<file path="config.mk">
export PLATFORM = sky130hd
export DESIGN_NAME = bju_pipe_flat
export DESIGN_NICKNAME = d
export VERILOG_FILES = /design/src/rtl/bju_if.sv /design/src/rtl/bju_pipe.sv /design/src/flat_wrapper.sv
export SDC_FILE = /design/constraint.sdc
export NUM_CORES = 1
export LEC_CHECK = 0
export CORE_UTILIZATION = 45
export DETAILED_ROUTE_END_ITERATION = 10
export GPL_TIMING_DRIVEN = 0
export MAX_ROUTING_LAYER = met4
export PLACE_DENSITY = 0.76
export SKIP_LAST_GASP = 1
export SLEW_MARGIN = 25
export SYNTH_ARGS = -nofsm -noshare
export SYNTH_HDL_FRONTEND = slang
export SYNTH_SLANG_ARGS = --single-unit
</file>
<file path="constraint.sdc">
create_clock -name clock -period 2.1 [get_ports clock]
set_input_delay 0.42 -clock clock [delete_from_list [all_inputs] [get_ports clock]]
set_output_delay 0.42 -clock clock [all_outputs]
set_load 0.02 [all_outputs]
</file>
<file path="src/rtl/bju_if.sv">
// Handshake and data bundle between the issue queue, the branch unit and writeback.
// The unit itself plugs in through the slave modport.
interface bju_if #(
  parameter int XLEN          = 64,
  parameter int PC_WIDTH      = 48,
  parameter int ROB_IDX_WIDTH = 7,
  parameter int CNT_WIDTH     = 16
);
  logic                     in_valid;
  logic                     in_ready;
  logic [XLEN-1:0]          src1;
  logic [XLEN-1:0]          src2;
  logic [XLEN-1:0]          offset;
  logic [PC_WIDTH-1:0]      pc;
  logic [7:0]               cx_type;
  logic                     pred_taken;
  logic [PC_WIDTH-1:0]      pred_target;
  logic [ROB_IDX_WIDTH-1:0] rob_idx;
  logic                     flush;
  logic                     out_valid;
  logic                     out_ready;
  logic [XLEN-1:0]          out_dest;
  logic                     out_taken;
  logic [PC_WIDTH-1:0]      out_target;
  logic                     out_misalign;
  logic [ROB_IDX_WIDTH-1:0] out_rob_idx;
  logic                     redirect_valid;
  logic [PC_WIDTH-1:0]      redirect_target;
  logic [ROB_IDX_WIDTH-1:0] redirect_rob_idx;
  logic [CNT_WIDTH-1:0]     mispredict_cnt;

  modport slave (
    input  in_valid, src1, src2, offset, pc, cx_type, pred_taken, pred_target,
           rob_idx, flush, out_ready,
    output in_ready, out_valid, out_dest, out_taken, out_target, out_misalign,
           out_rob_idx, redirect_valid, redirect_target, redirect_rob_idx, mispredict_cnt
  );

  modport master (
    output in_valid, src1, src2, offset, pc, cx_type, pred_taken, pred_target,
           rob_idx, flush, out_ready,
    input  in_ready, out_valid, out_dest, out_taken, out_target, out_misalign,
           out_rob_idx, redirect_valid, redirect_target, redirect_rob_idx, mispredict_cnt
  );
endinterface

</file>
<file path="src/rtl/bju_pipe.sv">
// Two-stage branch/jump resolve unit: result 2 cycles after accept, 1 op/cycle, mispredict redirect pulse.
// A stalled out_ready holds S2 and backs up through S1 to in_ready; flush empties both stages.
module bju_pipe #(
  parameter int XLEN          = 64,
  parameter int PC_WIDTH      = 48,
  parameter int ROB_IDX_WIDTH = 7,
  parameter int CNT_WIDTH     = 16
) (
  input  logic clock,
  input  logic reset_n,
  bju_if.slave bus
);
  localparam int PW = PC_WIDTH;
  localparam int RW = ROB_IDX_WIDTH;

  logic s2_adv, s1_adv, in_fire, out_fire;
  logic eq, lt, ltu, cx_ok, taken;
  logic [7:0] cx;

  logic          s1_vld_q, s1_vld_d, s1_ok_q, s1_ok_d, s1_taken_q, s1_taken_d;
  logic          s1_pred_taken_q, s1_pred_taken_d;
  logic [PW-1:0] s1_target_q, s1_target_d, s1_seq_q, s1_seq_d;
  logic [PW-1:0] s1_pred_tgt_q, s1_pred_tgt_d;
  logic [RW-1:0] s1_rob_q, s1_rob_d;

  logic            s2_vld_q, s2_vld_d, s2_taken_q, s2_taken_d;
  logic            s2_misalign_q, s2_misalign_d, s2_mispred_q, s2_mispred_d;
  logic [XLEN-1:0] s2_dest_q, s2_dest_d;
  logic [PW-1:0]   s2_target_q, s2_target_d;
  logic [RW-1:0]   s2_rob_q, s2_rob_d;

  logic                 redirect_vld_q, redirect_vld_d;
  logic [PW-1:0]        redirect_target_q, redirect_target_d;
  logic [RW-1:0]        redirect_rob_q, redirect_rob_d;
  logic [CNT_WIDTH-1:0] cnt_q, cnt_d;

  always_comb begin
    s2_adv   = !s2_vld_q || bus.out_ready;
    s1_adv   = !s1_vld_q || s2_adv;
    in_fire  = bus.in_valid && s1_adv && !bus.flush;
    out_fire = s2_vld_q && bus.out_ready;

    cx    = bus.cx_type;
    cx_ok = (cx != 8'd0) && ((cx & (cx - 8'd1)) == 8'd0);
    eq    = bus.src1 == bus.src2;
    lt    = $signed(bus.src1) < $signed(bus.src2);
    ltu   = bus.src1 < bus.src2;
    taken = cx_ok && (cx[0] || cx[1] || (cx[2] && eq) || (cx[3] && !eq) ||
                      (cx[4] && lt) || (cx[5] && !lt) || (cx[6] && ltu) || (cx[7] && !ltu));

    s1_ok_d         = s1_ok_q;
    s1_taken_d      = s1_taken_q;
    s1_target_d     = s1_target_q;
    s1_seq_d        = s1_seq_q;
    s1_pred_taken_d = s1_pred_taken_q;
    s1_pred_tgt_d   = s1_pred_tgt_q;
    s1_rob_d        = s1_rob_q;
    if (in_fire) begin
      s1_ok_d         = cx_ok;
      s1_taken_d      = taken;
      s1_target_d     = (cx_ok && cx[1]) ? PW'((bus.src1 + bus.offset) & ~XLEN'(1))
                                         : PW'(XLEN'(bus.pc) + bus.offset);
      s1_seq_d        = bus.pc + PW'(4);
      s1_pred_taken_d = bus.pred_taken;
      s1_pred_tgt_d   = bus.pred_target;
      s1_rob_d        = bus.rob_idx;
    end
    s1_vld_d = bus.flush ? 1'b0 : (s1_adv ? in_fire : s1_vld_q);

    s2_dest_d     = s2_dest_q;
    s2_taken_d    = s2_taken_q;
    s2_target_d   = s2_target_q;
    s2_misalign_d = s2_misalign_q;
    s2_mispred_d  = s2_mispred_q;
    s2_rob_d      = s2_rob_q;
    if (s2_adv && s1_vld_q) begin
      s2_dest_d     = s1_ok_q ? XLEN'(s1_seq_q) : '0;
      s2_taken_d    = s1_taken_q;
      s2_target_d   = s1_taken_q ? s1_target_q : s1_seq_q;
      s2_misalign_d = s1_taken_q && (s1_target_q[1:0] != 2'b00);
      s2_mispred_d  = s1_ok_q && ((s1_taken_q != s1_pred_taken_q) ||
                                  (s1_taken_q && (s1_target_q != s1_pred_tgt_q)));
      s2_rob_d      = s1_rob_q;
    end
    s2_vld_d = bus.flush ? 1'b0 : (s2_adv ? s1_vld_q : s2_vld_q);

    // Redirect is armed by the output handshake itself, so a stalled op cannot fire it twice.
    redirect_vld_d    = out_fire && s2_mispred_q && !bus.flush;
    redirect_target_d = redirect_target_q;
    redirect_rob_d    = redirect_rob_q;
    cnt_d             = cnt_q;
    if (redirect_vld_d) begin
      redirect_target_d = s2_target_q;
      redirect_rob_d    = s2_rob_q;
      if (cnt_q != '1) cnt_d = cnt_q + CNT_WIDTH'(1);
    end
  end

  always_ff @(posedge clock or negedge reset_n) begin
    if (!reset_n) begin
      s1_vld_q          <= 1'b0;
      s1_ok_q           <= 1'b0;
      s1_taken_q        <= 1'b0;
      s1_target_q       <= '0;
      s1_seq_q          <= '0;
      s1_pred_taken_q   <= 1'b0;
      s1_pred_tgt_q     <= '0;
      s1_rob_q          <= '0;
      s2_vld_q          <= 1'b0;
      s2_dest_q         <= '0;
      s2_taken_q        <= 1'b0;
      s2_target_q       <= '0;
      s2_misalign_q     <= 1'b0;
      s2_mispred_q      <= 1'b0;
      s2_rob_q          <= '0;
      redirect_vld_q    <= 1'b0;
      redirect_target_q <= '0;
      redirect_rob_q    <= '0;
      cnt_q             <= '0;
    end else begin
      s1_vld_q          <= s1_vld_d;
      s1_ok_q           <= s1_ok_d;
      s1_taken_q        <= s1_taken_d;
      s1_target_q       <= s1_target_d;
      s1_seq_q          <= s1_seq_d;
      s1_pred_taken_q   <= s1_pred_taken_d;
      s1_pred_tgt_q     <= s1_pred_tgt_d;
      s1_rob_q          <= s1_rob_d;
      s2_vld_q          <= s2_vld_d;
      s2_dest_q         <= s2_dest_d;
      s2_taken_q        <= s2_taken_d;
      s2_target_q       <= s2_target_d;
      s2_misalign_q     <= s2_misalign_d;
      s2_mispred_q      <= s2_mispred_d;
      s2_rob_q          <= s2_rob_d;
      redirect_vld_q    <= redirect_vld_d;
      redirect_target_q <= redirect_target_d;
      redirect_rob_q    <= redirect_rob_d;
      cnt_q             <= cnt_d;
    end
  end

  assign bus.in_ready         = s1_adv && !bus.flush;
  assign bus.out_valid        = s2_vld_q;
  assign bus.out_dest         = s2_dest_q;
  assign bus.out_taken        = s2_taken_q;
  assign bus.out_target       = s2_target_q;
  assign bus.out_misalign     = s2_misalign_q;
  assign bus.out_rob_idx      = s2_rob_q;
  assign bus.redirect_valid   = redirect_vld_q;
  assign bus.redirect_target  = redirect_target_q;
  assign bus.redirect_rob_idx = redirect_rob_q;
  assign bus.mispredict_cnt   = cnt_q;
endmodule

</file>
<file path="src/flat_wrapper.sv">
// flat-port wrapper written by rule: the top's interface ports become plain ports
module bju_pipe_flat 
#(
  parameter int XLEN          = 64,
  parameter int PC_WIDTH      = 48,
  parameter int ROB_IDX_WIDTH = 7,
  parameter int CNT_WIDTH     = 16
)
  (clock, reset_n, bus_in_valid, bus_src1, bus_src2, bus_offset, bus_pc, bus_cx_type, bus_pred_taken, bus_pred_target, bus_rob_idx, bus_flush, bus_out_ready, bus_in_ready, bus_out_valid, bus_out_dest, bus_out_taken, bus_out_target, bus_out_misalign, bus_out_rob_idx, bus_redirect_valid, bus_redirect_target, bus_redirect_rob_idx, bus_mispredict_cnt);
  bju_if #(.XLEN(XLEN), .PC_WIDTH(PC_WIDTH), .ROB_IDX_WIDTH(ROB_IDX_WIDTH), .CNT_WIDTH(CNT_WIDTH)) bus_i ();
  input  logic clock;
  input  logic reset_n;
  input wire logic [$bits(bus_i.in_valid)-1:0] bus_in_valid;
  input wire logic [$bits(bus_i.src1)-1:0] bus_src1;
  input wire logic [$bits(bus_i.src2)-1:0] bus_src2;
  input wire logic [$bits(bus_i.offset)-1:0] bus_offset;
  input wire logic [$bits(bus_i.pc)-1:0] bus_pc;
  input wire logic [$bits(bus_i.cx_type)-1:0] bus_cx_type;
  input wire logic [$bits(bus_i.pred_taken)-1:0] bus_pred_taken;
  input wire logic [$bits(bus_i.pred_target)-1:0] bus_pred_target;
  input wire logic [$bits(bus_i.rob_idx)-1:0] bus_rob_idx;
  input wire logic [$bits(bus_i.flush)-1:0] bus_flush;
  input wire logic [$bits(bus_i.out_ready)-1:0] bus_out_ready;
  output wire logic [$bits(bus_i.in_ready)-1:0] bus_in_ready;
  output wire logic [$bits(bus_i.out_valid)-1:0] bus_out_valid;
  output wire logic [$bits(bus_i.out_dest)-1:0] bus_out_dest;
  output wire logic [$bits(bus_i.out_taken)-1:0] bus_out_taken;
  output wire logic [$bits(bus_i.out_target)-1:0] bus_out_target;
  output wire logic [$bits(bus_i.out_misalign)-1:0] bus_out_misalign;
  output wire logic [$bits(bus_i.out_rob_idx)-1:0] bus_out_rob_idx;
  output wire logic [$bits(bus_i.redirect_valid)-1:0] bus_redirect_valid;
  output wire logic [$bits(bus_i.redirect_target)-1:0] bus_redirect_target;
  output wire logic [$bits(bus_i.redirect_rob_idx)-1:0] bus_redirect_rob_idx;
  output wire logic [$bits(bus_i.mispredict_cnt)-1:0] bus_mispredict_cnt;
  assign bus_i.in_valid = bus_in_valid;
  assign bus_i.src1 = bus_src1;
  assign bus_i.src2 = bus_src2;
  assign bus_i.offset = bus_offset;
  assign bus_i.pc = bus_pc;
  assign bus_i.cx_type = bus_cx_type;
  assign bus_i.pred_taken = bus_pred_taken;
  assign bus_i.pred_target = bus_pred_target;
  assign bus_i.rob_idx = bus_rob_idx;
  assign bus_i.flush = bus_flush;
  assign bus_i.out_ready = bus_out_ready;
  assign bus_in_ready = bus_i.in_ready;
  assign bus_out_valid = bus_i.out_valid;
  assign bus_out_dest = bus_i.out_dest;
  assign bus_out_taken = bus_i.out_taken;
  assign bus_out_target = bus_i.out_target;
  assign bus_out_misalign = bus_i.out_misalign;
  assign bus_out_rob_idx = bus_i.out_rob_idx;
  assign bus_redirect_valid = bus_i.redirect_valid;
  assign bus_redirect_target = bus_i.redirect_target;
  assign bus_redirect_rob_idx = bus_i.redirect_rob_idx;
  assign bus_mispredict_cnt = bus_i.mispredict_cnt;
  bju_pipe #(.XLEN(XLEN), .PC_WIDTH(PC_WIDTH), .ROB_IDX_WIDTH(ROB_IDX_WIDTH), .CNT_WIDTH(CNT_WIDTH)) u_core (.clock(clock), .reset_n(reset_n), .bus(bus_i));
endmodule
</file>
==> results.py <==
metrics = {
    "critical_path": {
        "start_kind": "primary input",
        "crit_start": "bus_src1[31]",
        "critPathArrivalTime_ns": 3.18,
        "critical_path.cell_chain": "dlygate4sd2_1, ha_4, and4_4, nand2_2, or4_4, nor4_4, mux2i_1, nand2_1, a31oi_4, a21oi_4",
        "reg2reg_depth": 8,
        "critPathMaxFanout": 2,
        "rr_endpoint": "u_core.s1_taken_q",
        "end_kind": "flip-flop",
        "crit_type": "in -> reg",
        "r2r-start": "u_core.bus.out_valid",
        "r2r_setup_slack_ns": -0.31,
        "slowest_delay_ns": 0.63,
        "critical-path-top-delay-family": "simple AND/OR/NAND/NOR gates",
        "cp_slowest_cell": "or4_4",
        "worst_ep_required_time_ns": 2.51,
        "path_buf_inv": 1,
    },
    "sta": {
        "fin_ws_ns": -0.668,
        "hold_viol": 0,
        "finalClockSkew_ns": 0.0156,
        "setup_violations": 33,
        "tightest_slew_ns": 0.769,
        "finalMaxSlewViolations": 0,
        "fmax_mhz": 361,
        "setup_tns_ns": -9.05,
        "fin_crit_sh_pct": 132,
        "relSlewSlack_pct": 48.2,
        "rsz0062_at_grt": "true",
        "min_period_ns": 2.77,
    },
    "hold_path": {
        "min_path_cells": 3,
        "hp-start": "bus_pc[0]",
        "hold_class": "in -> reg",
        "hold_end": "u_core.s1_seq_q[0]",
    },
    "yosys": {
        "seq_area_frac_synth_pct": 38.6,
        "synth_seq_cells": 334,
        "synth_top_area_share_pct": 38.6,
        "synth_edf_count": 0,
        "synth-main-ff-cell": "dfrtp_1",
        "synth_fa_ha_area_share_pct": 9.36,
        "synth_xor_area_share_pct": 7.35,
        "yosysTopAreaCell": "dfrtp_1",
        "syn_inst": 2602,
        "yosysMostFrequentCell": "nand2_1",
        "synthSimpleGateAreaFrac_pct": 20.2,
        "synth_compound_gate_area_share_pct": 17.1,
        "synthTopCellsByArea": "dfrtp_1 39%, nand2_1 12%, ha_1 9.2%, o21ai_0 5.8%, xnor2_1 4.4%",
        "synth_top_family_by_area": "simple AND/OR/NAND/NOR gates",
        "synth_common_cells": "668 x nand2_1, 334 x dfrtp_1, 250 x o21ai_0, 159 x ha_1, 139 x a21oi_1",
        "yosys_warnings": 0,
        "ys_async_sr_fraction_pct": 100,
        "synthMuxAreaShare_pct": 2.91,
        "syn_avg_cell_area_um2": 8.33,
        "synth_cell_types": 82,
        "syn_area_um2": 21700,
    },
    "finish": {
        "stdcell_count": 3944,
        "nets": 3771,
        "nFillCells": 3597,
        "syn2layout_area_growth_pct": 53.4,
        "drive_above_1_share_pct": 29.0,
    },
    "placed_design": {
        "place_inst": 3707,
        "pre_cts_slack_ns": -2.10,
        "place_congestion": 0.960,
        "dp_hpwl_um": 68000,
        "io_buffers": 471,
    },
    "pwr": {
        "p_per_area_nw_per_um2": 722,
        "ir_drop_mv": 0.654,
        "power_leakage_nw": 15.2,
    },
    "grt": {
        "gr-total-overflow": 0,
        "grt_pass1_vias": 22200,
        "grt_max_degree": 92,
        "track_usage_pct": 35.4,
        "antenna_found_initial": 4,
        "grt_pass1_wl_um": 130000,
    },
    "floorplanning": {
        "rows": 80,
        "dieWidth_um": 221,
        "io_pins": 504,
        "die_area_um2": 49100,
        "core_um2": 47600,
        "die_h_um": 221,
        "start_util_pct": 45.5,
    },
    "route": {
        "vias": 22400,
        "wl_um": 88700,
        "drt_first_pass_iters": 5,
        "drcViolationCount": 0,
        "drtAntennaViolNets": 0,
        "post_drt_wl_per_cell_um": 22.5,
        "vias_per_cell": 5.68,
        "first_iter_violations": 1449,
    },
    "clock_tree": {
        "cts_buffers": 30,
        "cts_max_path_buffers": 3,
        "cts_tree": "yes",
        "clock_sinks": 334,
        "root_buffer": "clkbuf_16",
        "clk_latency_ns": 0.58,
        "htree_levels": 1,
        "clkTransAtPathRegs_ns": 0.07,
    },
    "flow_run": {
        "maxCapViolations": 0,
    },
    "outcome": {
        "outcome": "finished with violations",
        "violations": "setup timing",
    },
}
## stage by stage
stage / total power [mW] / utilization (%) / hold WS (ns) / instance area [µm²]
4_1_cts: 23.3 / 67.3 / 0.0654 / 32100
5_1_grt: 24.9 / 69.8 / 0.0642 / 33300
3_3_place_gp: 16.4 / 59.0 / 0.454 / 28100
6_report: 24.0 / 69.8 / 0.0710 / 33300
3_5_place_dp: 16.6 / 59.2 / 0.244 / 28200
2_1_floorplan: 12.6 / - / 0.124 / 22600
## layout by cell type, fill, tap and decap left out, drive strengths merged, types with 6 or more instances in the layout
| cell type | synthesis | routed |
|---|---|---|
| mux2 | 9 | 9 |
| and2 | 11 | 11 |
| dlymetal6s2s | 0 | 24 |
| a221oi | 6 | 6 |
| dlygate4sd2 | 0 | 31 |
| nor2 | 98 | 98 |
| xor2 | 74 | 74 |
| a211oi | 10 | 10 |
| xnor2 | 108 | 108 |
| conb | 1 | 16 |
| a21o | 74 | 74 |
| nand2b | 15 | 15 |
| a21oi | 139 | 139 |
| inv | 103 | 104 |
| nand3 | 48 | 48 |
| o22ai | 6 | 6 |
| clkbuf | 101 | 139 |
| clkinv | 0 | 9 |
| mux2i | 53 | 53 |
| nor3 | 30 | 30 |
| ha | 159 | 159 |
| o21bai | 20 | 20 |
| clkdlybuf4s50 | 0 | 256 |
| nand2 | 668 | 668 |
| and3 | 27 | 27 |
| o211ai | 13 | 13 |
| and4 | 10 | 10 |
| nor2b | 18 | 18 |
| o21ai | 256 | 256 |
| nor4 | 11 | 11 |
| a31oi | 17 | 17 |
| o21a | 9 | 9 |
| o31ai | 7 | 7 |
| dfrtp | 334 | 334 |
| nand4 | 50 | 50 |
| clkdlybuf4s15 | 0 | 12 |
| a22oi | 8 | 8 |
| buf | 36 | 366 |
## power breakdown
group	leakage (nW)	switching, mW	total (mW)	internal, mW
Sequential	4.26	1.15	8.72	7.56
Combinational	10.4	5.00	9.31	4.31
Clock	0.536	2.52	5.97	3.45
Total	15.2	8.68	24.0	15.3
## state kept, by name, summed over array words and instances (netlist names), 7 cells and up
register / flops
u_core.bus.out_target: 48
u_core.s1_pred_tgt_q: 48
u_core.bus.out_dest: 48
u_core.s1_target_q: 48
u_core.bus.redirect_target: 48
u_core.bus.out_rob_idx: 7
u_core.s1_rob_q: 7
u_core.bus.redirect_rob_idx: 7
u_core.bus.mispredict_cnt: 16
u_core.s1_seq_q: 48
## worst reg2reg max path, stage by stage, from the launching register on
cell,delay (ns)
dfrtp_1,0.37
nor2b_4,0.21
a21oi_4,0.10
nand2_2,0.17
clkbuf_8,0.23
a31oi_1,0.07
o21ai_1,0.37
o21ai_0,0.49
a21oi_4,0.30
## worst max path at each step
stage | cells past startpoint | slack [ns] | endpoint
CTS | 12 | -0.65 | u_core.s1_taken_q
floorplan | 11 | -0.64 | u_core.s1_target_q[45]
finish | 10 | -0.67 | u_core.s1_taken_q
global placement | 1 | -13.20 | u_core.bus.out_dest[42]
global route | 12 | -0.73 | u_core.s1_taken_q
detailed placement | 13 | -2.10 | u_core.s1_taken_q
## cell families (layout without fill, tap and decap cells)
logic type,count (synthesis),after routing
AO/OA/AOI/OAI,612,612
flip-flops,334,334
XOR/XNOR,182,182
buffers and inverters,240,948
multiplexers,62,62
other,1,20
AND/OR/NAND/NOR,1010,1010
adder cells (fa/ha/maj),161,161
## timing repair
action	CTS	global route
resized for setup	1117	315
hold buffers	1	0
hold endpoints to repair	77	0
setup endpoints to repair	279	206
pin swaps	273	226
buffers inserted	152	57
## area by class of cell
class | instances | area, µm² | area share [%]
tap | 615 | 769 | 2.31
multi-input combinational | 2043 | 15600 | 47.0
clock inverter | 16 | 198 | 0.595
inverter | 103 | 403 | 1.21
buffer | 115 | 756 | 2.27
sequential | 334 | 8360 | 25.1
antenna | 4 | 10.0 | 0.0301
timing repair buffer | 674 | 6240 | 18.8
clock buffer | 40 | 880 | 2.65
## routing by layer
layer  vias up  track usage (%)  part of all wire [%]  wire length (µm)
met5         -                -                     0                 0
met4         0             13.0                   3.9              3500
met3       177             3.45                   6.2              5520
met2       986             57.9                    47             42100
met1     10900             45.8                    42             37600
li1      10300                -                     -                 -
Note: power is estimated with default switching activity, not from simulation.
